[src/rtl/ddr_wr_pkg.sv]
// Shared definitions for the DDR write scheduler: FSM state codes, DDR command
// code and the lane geometry used when packing 12-bit samples into a DDR word.
package ddr_wr_pkg;

  typedef logic [1:0] state_t;

  localparam state_t ST_IDLE  = 2'd0;
  localparam state_t ST_FILL  = 2'd1;
  localparam state_t ST_WRITE = 2'd2;
  localparam state_t ST_NEXT  = 2'd3;

  localparam logic [2:0] DDR_CMD_WRITE = 3'b000;

  localparam int LANE_W     = 16;
  localparam int SAMPLE_W   = 12;
  localparam int DDR_DATA_W = 128;
  localparam int TOTAL_W    = 25;

  // A sample sits in the low bits of its lane; the spare upper bits stay zero.
  function automatic logic [LANE_W-1:0] pad_sample(input logic [SAMPLE_W-1:0] sample);
    return {{(LANE_W - SAMPLE_W){1'b0}}, sample};
  endfunction

endpackage

[src/rtl/word_packer.sv]
// Collects samples into consecutive 16-bit lanes of one DDR word. Sample k of
// the word lands in lane k; lanes never written since the last clear read zero.
module word_packer
  import ddr_wr_pkg::*;
#(
  parameter int LANES = 8,
  parameter int CNT_W = $clog2(LANES + 1)
) (
  input  logic                    I_clk,
  input  logic                    I_rst,
  input  logic                    I_clear,
  input  logic                    I_valid,
  input  logic [SAMPLE_W-1:0]     I_sample,
  output logic [LANES*LANE_W-1:0] O_data,
  output logic [CNT_W-1:0]        O_count
);

  logic [CNT_W-1:0] r_count;

  always_ff @(posedge I_clk) begin
    if (I_rst || I_clear) begin
      r_count <= '0;
    end else if (I_valid && (r_count < CNT_W'(LANES))) begin
      r_count <= r_count + CNT_W'(1);
    end
  end

  genvar gi;
  generate
    for (gi = 0; gi < LANES; gi++) begin : g_lane
      logic [LANE_W-1:0] r_lane;

      always_ff @(posedge I_clk) begin
        if (I_rst || I_clear) begin
          r_lane <= '0;
        end else if (I_valid && (r_count == CNT_W'(gi))) begin
          r_lane <= pad_sample(I_sample);
        end
      end

      assign O_data[gi*LANE_W +: LANE_W] = r_lane;
    end
  endgenerate

  assign O_count = r_count;

endmodule

[src/rtl/ddr_wr_scheduler.sv]
// Drains a 12-bit sample FIFO into 128-bit DDR words and issues one write per
// word, wrapping the address back to the base when it reaches the limit.
module ddr_wr_scheduler
  import ddr_wr_pkg::*;
#(
  parameter int ADDR_W           = 28,
  parameter int SAMPLES_PER_WORD = 8,
  parameter int ADDR_STEP        = 8
) (
  input  logic                  I_clk,
  input  logic                  I_rst,
  input  logic                  I_start,
  input  logic [TOTAL_W-1:0]    I_total_points,
  input  logic [ADDR_W-1:0]     I_base_addr,
  input  logic [ADDR_W-1:0]     I_addr_limit,
  input  logic                  I_fifo_empty,
  output logic                  O_fifo_rd_en,
  input  logic [SAMPLE_W-1:0]   I_fifo_data,
  output logic                  O_app_en,
  output logic [2:0]            O_app_cmd,
  output logic [ADDR_W-1:0]     O_app_addr,
  input  logic                  I_app_rdy,
  output logic                  O_app_wdf_wren,
  output logic                  O_app_wdf_end,
  output logic [DDR_DATA_W-1:0] O_app_wdf_data,
  input  logic                  I_app_wdf_rdy,
  output logic                  O_sended_flag,
  output logic                  O_busy,
  output logic                  O_done
);

  localparam int CNT_W  = $clog2(SAMPLES_PER_WORD + 1);
  localparam int PACK_W = SAMPLES_PER_WORD * LANE_W;

  localparam logic [TOTAL_W-1:0] SPW_T = TOTAL_W'(SAMPLES_PER_WORD);
  localparam logic [CNT_W-1:0]   SPW_C = CNT_W'(SAMPLES_PER_WORD);

  state_t               r_state;
  logic [ADDR_W-1:0]    r_addr;
  logic [ADDR_W-1:0]    r_base;
  logic [ADDR_W-1:0]    r_limit;
  logic [TOTAL_W-1:0]   r_remaining;
  logic [CNT_W-1:0]     r_target;
  logic [CNT_W-1:0]     r_issued;
  logic                 r_rd_pending;
  logic                 r_app_en;
  logic                 r_wdf_wren;
  logic                 r_sended;
  logic                 r_done;

  logic                 w_rd_en;
  logic                 w_clear;
  logic                 w_start_ok;
  logic                 w_last_capture;
  logic                 w_word_accepted;
  logic [CNT_W-1:0]     w_pack_count;
  logic [PACK_W-1:0]    w_pack_data;
  logic [CNT_W-1:0]     w_start_target;
  logic [CNT_W-1:0]     w_next_target;
  logic [TOTAL_W-1:0]   w_rem_after;
  logic [ADDR_W:0]      w_addr_inc;
  logic [ADDR_W-1:0]    w_addr_next;

  assign w_start_ok     = (r_state == ST_IDLE) && I_start && (I_total_points != '0);
  assign w_start_target = (I_total_points >= SPW_T) ? SPW_C : I_total_points[CNT_W-1:0];
  assign w_rem_after    = r_remaining - TOTAL_W'(r_target);
  assign w_next_target  = (w_rem_after >= SPW_T) ? SPW_C : w_rem_after[CNT_W-1:0];

  // One extra bit keeps the wrap comparison honest near the top of the address space.
  assign w_addr_inc  = {1'b0, r_addr} + (ADDR_W + 1)'(ADDR_STEP);
  assign w_addr_next = (w_addr_inc >= {1'b0, r_limit}) ? r_base : w_addr_inc[ADDR_W-1:0];

  assign w_rd_en = (r_state == ST_FILL) && !I_fifo_empty && (r_issued < r_target);

  // FIFO data follows the read strobe by a cycle, so capture lags issue by one.
  assign w_last_capture = (r_state == ST_FILL) && r_rd_pending
                          && ((w_pack_count + CNT_W'(1)) == r_target);

  assign w_word_accepted = (r_state == ST_WRITE)
                           && (!r_app_en || I_app_rdy)
                           && (!r_wdf_wren || I_app_wdf_rdy);

  assign w_clear = w_start_ok || (r_state == ST_NEXT);

  word_packer #(
    .LANES (SAMPLES_PER_WORD),
    .CNT_W (CNT_W)
  ) u_packer (
    .I_clk    (I_clk),
    .I_rst    (I_rst),
    .I_clear  (w_clear),
    .I_valid  (r_rd_pending),
    .I_sample (I_fifo_data),
    .O_data   (w_pack_data),
    .O_count  (w_pack_count)
  );

  always_ff @(posedge I_clk) begin
    if (I_rst) begin
      r_state      <= ST_IDLE;
      r_addr       <= '0;
      r_base       <= '0;
      r_limit      <= '0;
      r_remaining  <= '0;
      r_target     <= '0;
      r_issued     <= '0;
      r_rd_pending <= 1'b0;
      r_app_en     <= 1'b0;
      r_wdf_wren   <= 1'b0;
      r_sended     <= 1'b0;
      r_done       <= 1'b0;
    end else begin
      r_sended     <= 1'b0;
      r_done       <= 1'b0;
      r_rd_pending <= 1'b0;
      case (r_state)
        ST_IDLE: begin
          if (w_start_ok) begin
            r_state     <= ST_FILL;
            r_addr      <= I_base_addr;
            r_base      <= I_base_addr;
            r_limit     <= I_addr_limit;
            r_remaining <= I_total_points;
            r_target    <= w_start_target;
            r_issued    <= '0;
          end else if (I_start) begin
            r_done <= 1'b1;
          end
        end
        ST_FILL: begin
          r_rd_pending <= w_rd_en;
          if (w_rd_en) begin
            r_issued <= r_issued + CNT_W'(1);
          end
          if (w_last_capture) begin
            r_state    <= ST_WRITE;
            r_app_en   <= 1'b1;
            r_wdf_wren <= 1'b1;
          end
        end
        ST_WRITE: begin
          // The command and data channels retire independently of each other.
          if (I_app_rdy) begin
            r_app_en <= 1'b0;
          end
          if (I_app_wdf_rdy) begin
            r_wdf_wren <= 1'b0;
          end
          if (w_word_accepted) begin
            r_sended <= 1'b1;
            r_state  <= ST_NEXT;
          end
        end
        ST_NEXT: begin
          r_remaining <= w_rem_after;
          r_addr      <= w_addr_next;
          r_issued    <= '0;
          if (w_rem_after != '0) begin
            r_state  <= ST_FILL;
            r_target <= w_next_target;
          end else begin
            r_done  <= 1'b1;
            r_state <= ST_IDLE;
          end
        end
        default: begin
          r_state <= ST_IDLE;
        end
      endcase
    end
  end

  assign O_fifo_rd_en   = w_rd_en;
  assign O_app_en       = r_app_en;
  assign O_app_cmd      = DDR_CMD_WRITE;
  assign O_app_addr     = r_addr;
  assign O_app_wdf_wren = r_wdf_wren;
  assign O_app_wdf_end  = r_wdf_wren;
  assign O_app_wdf_data = DDR_DATA_W'(w_pack_data);
  assign O_sended_flag  = r_sended;
  assign O_busy         = (r_state != ST_IDLE);
  assign O_done         = r_done;

endmodule

[config.mk]
export PLATFORM = sky130hd
export DESIGN_NAME = ddr_wr_scheduler
export DESIGN_NICKNAME = d
export VERILOG_FILES = /design/src/rtl/ddr_wr_pkg.sv /design/src/rtl/word_packer.sv /design/src/rtl/ddr_wr_scheduler.sv
export SDC_FILE = /design/constraint.sdc
export NUM_CORES = 1
export LEC_CHECK = 0
export ABC_AREA = 1
export BUFFER_PORTS_ARGS = -buffer_cell sky130_fd_sc_hd__buf_2
export CORE_MARGIN = 4
export CORE_UTILIZATION = 40
export CTS_CLUSTER_DIAMETER = 120
export DETAILED_ROUTE_END_ITERATION = 8
export PLACE_DENSITY = 0.63
export SLEW_MARGIN = 20
export SYNTH_ARGS = -nofsm -noshare
export SYNTH_HDL_FRONTEND = slang
export SYNTH_SLANG_ARGS = --single-unit
[constraint.sdc]
create_clock -name I_clk -period 3.6 [get_ports I_clk]
set_clock_uncertainty 0.2 [all_clocks]
set_input_delay 0.54 -clock I_clk [delete_from_list [all_inputs] [get_ports I_clk]]
set_output_delay 0.54 -clock I_clk [all_outputs]
set_load 0.01 [all_outputs]
## After elaboration in Yosys (flattened, before gate mapping)

Index checks and enable logic that the tools add are counted.

- Bitwise logic cells: 2
- Muxes and demuxes: 28
- $add $sub $neg: 4
- Equality and inequality tests: 18
- Order comparisons: 5
- Reduce and logical (&&, ||, !) cells: 41

Operators with widths:

| operator | number |
|---|---|
| $mux W28 | 2 |
| $pmux W28 S2 | 1 |
| $ge A25 B4 Y1 const B | 2 |
| $pmux W25 S2 | 1 |
| $reduce_bool A25 Y1 | 2 |
| $add A28 B4 Y29 const B | 1 |
| $ge A29 B28 Y1 | 1 |
| $mux W25 | 1 |
| $sub A25 B4 Y25 | 1 |
| $mux W4 | 6 |
| $logic_and A1 B1 Y1 | 17 |
| $eq A4 B3 Y1 const B | 4 |
| $reduce_and A3 Y1 | 5 |
| $ne A2 B2 Y1 const B | 6 |
| $pmux W4 S3 | 1 |
| $add A4 B1 Y4 const B | 2 |
| $eq A4 B2 Y1 const B | 2 |
| $mux W1 | 8 |
| $pmux W2 S4 | 1 |
| $pmux W4 S2 | 1 |
| $mux W2 | 3 |
| $pmux W1 S2 | 3 |
| $reduce_bool A2 Y1 | 3 |
| $eq A2 B2 Y1 const B | 2 |
| other kinds (14) | 22 |

- Register bits: 224
- Output and inout port bits: 166
- Input port bits: 99
- Logic and storage cells: 119

## Logic depth before layout (Yosys ltp)

Gate-level depths: netlist of run 1.

- Depth after elaboration: 6
- Mapped depth: 24
- Mapped depth without buffers: 24

## By module

Synthesis of run 1 repeated with hierarchy kept, for this count alone.

- Cells, all modules: 1823
- Area, all modules: 12250.5 um^2

Modules (own cells, without submodules):

| module | area each (um^2) | cells each | seq. area each (um^2) | instances |
|---|---|---|---|---|
| ddr_wr_scheduler | 7915.1 | 1194 | 2482.4 | 1 |
| word_packer | 4335.4 | 629 | 2001.9 | 1 |

## Least setup slack after synthesis of run 1

OpenSTA, ideal clock, no wires.

- Kind: register to register
- From: register r_addr[3], in the netlist O_app_addr[3]
- To: register r_addr[7], in the netlist O_app_addr[7]
- Period minus slack after synthesis: 3.364 ns
- Setup slack: 0.236 ns
- Setup time: 0.066 ns
- Stages on the path, launching flop included: 23
- Data required time: 3.334 ns
- Arrival: 3.098 ns
- Cells stage by stage: dfxtp_1 ha_1 nand2_1 nor2_1 nand3_1 nor2_1 nand3_1 o21bai_1 nand2_1 inv_1 ha_1 nand2_1 nor2_1 a211oi_1 o21ai_0 nand2_1 nand2_1 nor2_4 nand2_8 buf_8 nand2_1 nand3_2 a21oi_2

- Cells in the longest elaborated chain, start to end: 4

RTL lines:

| what | RTL line | text |
|---|---|---|
| from (decl) | ddr_wr_scheduler.sv:39 | `logic [ADDR_W-1:0] r_addr;` |
| from (signal assigned) | ddr_wr_scheduler.sv:120 | `r_addr <= I_base_addr;` |
| from (signal assigned) | ddr_wr_scheduler.sv:156 | `r_addr <= w_addr_next;` |
| $add A28 B4 Y29 * | ddr_wr_scheduler.sv:70 | `assign w_addr_inc = {1'b0, r_addr} + (ADDR_W + 1)'(ADDR_STEP);` |
| $ge A29 B28 Y1 | ddr_wr_scheduler.sv:71 | `assign w_addr_next = (w_addr_inc >= {1'b0, r_limit}) ? r_base : w_addr_inc[ADDR_W-1:0];` |
| $mux W28 * | ddr_wr_scheduler.sv:71 |  |
| $pmux W28 S2 * | ddr_wr_scheduler.sv:116 | `case (r_state)` |

Mark *: on every way between the ends. The rest lies on a longest branch, timed or not.
A chain may end at the register's enable or synchronous reset.

## Worst setup path in the final report of run 1

- From: register r_addr[14], in the netlist O_app_addr[14]
- To: register r_addr[18], in the netlist O_app_addr[18]

Same word-level chain as after synthesis.

==> results_dict.tcl, run 1 <==
set metrics [dict create \
    ys_ff_latch 224 \
    synth_cells 1746 \
    viasPerCell 5.133 \
    area_growth_syn_to_layout_pct 20.44 \
    ys.flop_type "dfxtp_1" \
    wire_per_inst_um 15.90 \
    pwr_density_cell_mw_per_mm2 721.0 \
    nets 2093 \
    die-height_um 183.7 \
    end_kind "flip-flop" \
    fin_util_pct 48.76 \
    syn_area_mm2 0.01235 \
    io-pin-count 265 \
    crit_required_ns 3.83 \
    dp_hpwl_mm 26.92 \
    slew_headroom_pct 42.66 \
    antenna_found_initial 1 \
    crit_path_cell_trace "inv_1 > nor3_4 > nand3_1 > nor2_4 > nand2_1 > xor2_2 > inv_1 > ha_1 > a21oi_1 > nor2_1 > a211oi_1 > o21ai_1 > nand2_1 > nand2_2 > nor2_4 > buf_4 > buf_12 > nand3_2 > nand3_2 > a21oi_2" \
    crit_slowest_cell "dfxtp_1" \
    gp_congestion 0.9100 \
    port_buffers 229 \
    seqCellArea_mm2 0.004496 \
    grt_pass1_vias 11220 \
    min_period_over_period_pct 93.65 \
    multi_input_area_mm2 0.006720 \
    grt_first_pass_wirelength_mm 58.76 \
    outcome "completed" \
    netlist-cell-type-count 48 \
    final_cell_mix "nand2_1, buf_2, dfxtp_1" \
    clk_latency_ns 0.55 \
    drc_errors 0 \
    criticalPathCategory "reg2reg" \
    cts_buffers 27 \
    die_w_um 183.7 \
    numClockSinks 224 \
    die-area_mm2 0.03375 \
    drtIter0Drc 877 \
    ys_async_sr_fraction_pct 0 \
    ant_nets 0 \
    yosysWarningCount 0 \
    hold_viol_final 0 \
    clkTransAtPathRegs_ns 0.06 \
    ir_drop_uv 449.8 \
    worstMarginPinSlew_ns 0.8522 \
    p_leak_nw 6.589 \
    core_area_mm2 0.03051 \
    regToRegSetupSlack_ns 0.23 \
    wl_mm 37.59 \
    grt_usage_pct 21.00 \
    root_buffer "clkbuf_16" \
    avgSynthCellArea_um2 7.074 \
    cpPeakStageDelay_ns 0.39 \
    cts_max_level 1 \
    hold_class "in2reg" \
    setup_viol 0 \
    max_cap_violations 0 \
    tritoncts "built" \
    start_util_pct 40.48 \
    yosysSeqAreaShare_pct 36.31 \
    final_common_cell "nand2_1" \
    timing.fmax_mhz 296.6 \
    cp_max_fo 12 \
    fillCellCount 3091 \
    cts_buffer_depth 3 \
    crit_arrival_ns 3.60 \
    slew_viol_final 0 \
    drive_gt1_share_pct 23.02 \
    grt_overflow 0 \
    fin_total_pwr_w 0.01073 \
    post-route-min-period_ns 3.371 \
    dr.pass1.iters 7 \
    num_vias 12140 \
    synth-edff-count 0 \
    holdWs_ns 0.06046 \
    grt_max_degree 136 \
    start_kind "flip-flop" \
    rows 64 \
]
## through the flow
stage | setup TNS [ns] | cells | cell area (um^2) | setup slack [ns]
global placement | -1.929 | 2306 | 13790 | -0.1173
global route | -0.04579 | 2365 | 14880 | -0.01807
floorplan | 0 | 1780 | 12480 | 0.2360
finish | 0 | 2365 | 14880 | 0.2286
detailed placement | -1.238 | 2306 | 13790 | -0.08657
CTS | 0 | 2358 | 14730 | 0.006025
## final timing paths
path                               startpoint                          end  cells after the start
hold / removal                 I_base_addr[2]       r_base[2]$_SDFFE_PP0P_                      3
setup reg to reg  O_app_addr[14]$_SDFFE_PP0P_  O_app_addr[18]$_SDFFE_PP0P_                     20
setup / recovery  O_app_addr[14]$_SDFFE_PP0P_  O_app_addr[18]$_SDFFE_PP0P_                     20
hold reg to reg       r_base[12]$_SDFFE_PP0P_      r_base[12]$_SDFFE_PP0P_                      2
## sequential cells by signal (all words and copies together) (netlist names)
register	cells
u_packer.g_lane.r_lane	96
O_app_addr	28
r_base	28
r_limit	28
r_remaining	25
r_issued	4
r_target	4
u_packer.O_count	4
r_state	2
O_app_en	1
O_app_wdf_end	1
O_done	1
O_sended_flag	1
r_rd_pending	1
## cells in the mapped netlist, types with 2 or more instances
library cell	number	share of area, %
nand2_1	340	10
dfxtp_1	224	36
a21oi_1	193	7.8
inv_1	171	5.2
nand3_1	163	6.6
o21ai_0	145	5.9
nor2_1	113	3.4
clkbuf_1	58	1.8
ha_1	46	4.7
nand3_2	45	3.6
buf_4	38	2.3
buf_2	26	1.1
xor2_1	21	1.5
a21oi_2	20	1.4
nor3_1	15	0.61
a31oi_1	14	0.71
nand4_1	14	0.71
buf_1	13	0.40
nand2_2	11	0.56
nor2_2	10	0.51
nor4_1	7	0.35
xnor2_1	7	0.50
o211ai_1	5	0.30
o21ai_1	5	0.20
clkinv_1	4	0.12
nor2_4	4	0.36
a211oi_1	3	0.18
buf_8	3	0.36
inv_2	3	0.091
a21o_1	2	0.12
buf_6	2	0.18
nand3b_1	2	0.12
nor3_2	2	0.16
nor3_4	2	0.26
o21bai_1	2	0.12
## power breakdown
| group | switching [W] | total (W) | internal, W | leakage (nW) |
|---|---|---|---|---|
| Sequential | 0.000350 | 0.00326 | 0.00291 | 1.83 |
| Clock | 0.00114 | 0.00278 | 0.00164 | 0.444 |
| Combinational | 0.00308 | 0.00469 | 0.00161 | 4.31 |
| Total | 0.00457 | 0.0107 | 0.00616 | 6.59 |
## repair_timing
item                                    4_1_cts  5_1_grt
gates resized for setup                       3       28
buffers inserted                              2        6
endpoints found under the setup margin       28       28
pin swaps                                     2        9
hold buffers                                  0        0
## area by class of cell
cell class,instances,area share [%]
Antenna cell,1,0.01682
Tap cell,396,3.331
Inverter,178,4.492
Sequential cell,224,30.22
Timing Repair Buffer,278,10.65
Clock buffer,36,5.106
Multi-Input combinational cell,1238,45.18
Clock inverter,14,1.009
## cells by family (layout without fill, tap and decap cells)
| group | after synthesis | in the layout | share of synthesized area, % |
|---|---|---|---|
| buf+inv | 318 | 506 | 11.48 |
| other cells | 1 | 36 | 0.03036 |
| flops | 224 | 224 | 36.31 |
| simple gates | 734 | 734 | 28.22 |
| fa+ha+maj | 47 | 47 | 4.822 |
| xor+xnor | 28 | 28 | 1.986 |
| mux | 1 | 1 | 0.08105 |
| compound gates | 393 | 393 | 17.07 |
## critical path, delay by kind of cell (launching register included)
family          cells  cell delay [ns]
simple gates       10             1.24
buf+inv             4             0.48
compound gates      4             0.45
flops               1             0.39
fa+ha+maj           1             0.29
xor+xnor            1             0.19
## metal layers
metal / vias up / wire length (um) / track usage (%)
met5: - / 0 / 0
met4: 0 / 1154 / 6.625
met3: 70 / 2541 / 3.265
met2: 383 / 17430 / 34.31
met1: 5599 / 16460 / 28.64
li1: 6088 / - / -
(Power assumes the default switching activity.)
==> run 2: changes to the inputs <==
--- a/config.mk
+++ b/config.mk
@@ -12,6 +12,7 @@
 export CTS_CLUSTER_DIAMETER = 120
 export DETAILED_ROUTE_END_ITERATION = 8
 export PLACE_DENSITY = 0.63
+export REMOVE_ABC_BUFFERS = 1
 export SLEW_MARGIN = 20
 export SYNTH_ARGS = -nofsm -noshare
 export SYNTH_HDL_FRONTEND = slang
==> run 2 against run 1 <==
Compared with the run above: register-to-register slack worse by 0.07 ns; worst setup slack worse by 0.071 ns; sequential power about the same; combinational power up 2%; total power up 0.38%; via count up 0.22%; global-route usage up 0.36 points; largest cell class unchanged.
==> results_dict.tcl, run 2 (synthesized netlist as in run 1, its figures left out) <==
set metrics [dict create \
    gp_congestion 0.9228 \
    stdcell_area_mm2 0.01491 \
    hold_viol_final 0 \
    port_buffers 229 \
    io-pin-count 265 \
    met3_usage_pct 3.522 \
    start_util_pct 40.48 \
    grt_util_met1_pct 28.60 \
    core_area_mm2 0.03051 \
    placed_cell_area_mm2 0.01375 \
    cpPeakStageDelay_ns 0.36 \
    dr.pass1.iters 7 \
    rows 64 \
    grt_overflow 0 \
    final_common_cell "nand2_1" \
    clkTransAtPathRegs_ns 0.06 \
    grt_use_met2_pct 35.53 \
    max_cap_violations 0 \
    numClockSinks 224 \
    post-route-min-period_ns 3.442 \
    nets 2094 \
    p_leak_nw 6.594 \
    criticalPathCategory "reg2reg" \
    pwr_density_cell_mw_per_mm2 722.1 \
    drtIter0Drc 805 \
    tritoncts "built" \
    hold_class "in2reg" \
    grt_max_degree 136 \
    cp_max_fo 8 \
    die-height_um 183.7 \
    largest_register_ffs 96 \
    top_usage_layer "met2" \
    regToRegSetupSlack_ns 0.16 \
    wire_per_inst_um 15.98 \
    timing.fmax_mhz 290.5 \
    regMostFlops "u_packer.g_lane.r_lane" \
    grt_usage_pct 21.36 \
    crit_path_cell_trace "buf_6 > nand3_4 > nor3_4 > nand3_2 > nor2_4 > nand2_4 > xor2_2 > inv_1 > ha_1 > nand2_1 > inv_1 > nand3_1 > nor3_2 > nand3_1 > o21ai_1 > nand2_1 > nand2_2 > nor2_4 > buf_12 > buf_4 > nand3_1 > nand3_1 > a21oi_2" \
    rsz0062_at_grt "true" \
    slew_headroom_pct 30.04 \
    cts_buffers 27 \
    grt_pass1_vias 11450 \
    end_kind "flip-flop" \
    worstMarginPinSlew_ns 1.049 \
    reg2reg_depth 23 \
    antenna_found_initial 1 \
    grt_first_pass_wirelength_mm 59.84 \
    crit_slowest_cell "dfxtp_2" \
    ant_nets 0 \
    cts_buffer_depth 3 \
    num_vias 12170 \
    slew_viol_final 0 \
    drc_errors 0 \
    wl_mm 37.77 \
    cts_max_level 1 \
    final_cell_mix "nand2_1, buf_2, dfxtp_1" \
    die_w_um 183.7 \
    die-area_mm2 0.03375 \
    ir_drop_uv 401.6 \
    drive_gt1_share_pct 23.39 \
    hold_depth 3 \
    root_buffer "clkbuf_16" \
    cp_common_cell "nand3_1" \
    dp_hpwl_mm 26.64 \
    min_period_over_period_pct 95.62 \
    crit_arrival_ns 3.72 \
    setup_viol 0 \
    viasPerCell 5.147 \
    tns_ns 0 \
    area_growth_syn_to_layout_pct 20.71 \
    crit_required_ns 3.88 \
    clk_latency_ns 0.55 \
    start_kind "flip-flop" \
    outcome "completed" \
]
run 2: worst paths after layout:
kind                                                    to                       start
worst min register to register      r_base[8]$_SDFFE_PP0P_      r_base[8]$_SDFFE_PP0P_
worst min-delay path               r_limit[0]$_SDFFE_PP0P_             I_addr_limit[0]
worst max register to register  O_app_addr[6]$_SDFFE_PP0P_  O_app_addr[3]$_SDFFE_PP0P_
worst max-delay path            O_app_addr[6]$_SDFFE_PP0P_  O_app_addr[3]$_SDFFE_PP0P_
run 2: worst max-delay path: cells and delay by family, from the launching register on:
family,cells,cell delay [ns]
adders and majority gates,1,0.30
and+or+nand+nor,14,1.46
buffers and inverters,5,0.56
DFF,1,0.36
xor gates and xnor gates,1,0.18
AOI/OAI and AO/OA,2,0.30
run 2: layer usage:
layer	wire, um	vias to the layer above	part of all wire, %
li1	-	6094	-
met5	0	-	0
met4	1128	0	3.0
met3	2445	63	6.5
met1	16470	5646	44
met2	17730	364	47
run 2: timing repair:
| action | in CTS | in global routing |
|---|---|---|
| pin swaps | 3 | 9 |
| setup endpoints to repair | 22 | 28 |
| buffers inserted | 1 | 7 |
| hold endpoints to repair | 0 | 0 |
| cloned | 1 | 0 |
| resized for setup | 4 | 45 |
| hold buffers | 0 | 0 |
run 2: cell type report:
class / instances / area (um^2)
Fill cell: 3093 / 15600
Timing Repair Buffer: 278 / 1579
Tap cell: 396 / 495.5
Clock inverter: 9 / 112.6
Sequential cell: 224 / 4499
Antenna cell: 1 / 2.502
Clock buffer: 39 / 760.7
Inverter: 178 / 668.1
Multi-Input combinational cell: 1239 / 6790
run 2: per-stage QoR:
step	hold slack [ns]	power [W]	cells	utilization, %	setup WS [ns]
after floorplan	0.2318	0.006361	1640	-	-2.719
after global placement	0.2463	0.007730	2306	45.06	0.04795
after detailed placement	0.2465	0.007796	2306	45.06	-0.006615
after CTS	0.02943	0.01067	2356	48.05	0.02070
after global routing	0.05776	0.01159	2364	48.86	-0.05242
final	0.04796	0.01077	2364	48.86	0.1578
run 2: report_power, final:
part           total, W  switching (W)  internal, W  leakage (nW)
Combinational   0.00479        0.00314      0.00165          4.33
Sequential      0.00326       0.000347      0.00291          1.83
Clock           0.00271        0.00111      0.00161         0.429
Total            0.0108        0.00460      0.00617          6.59
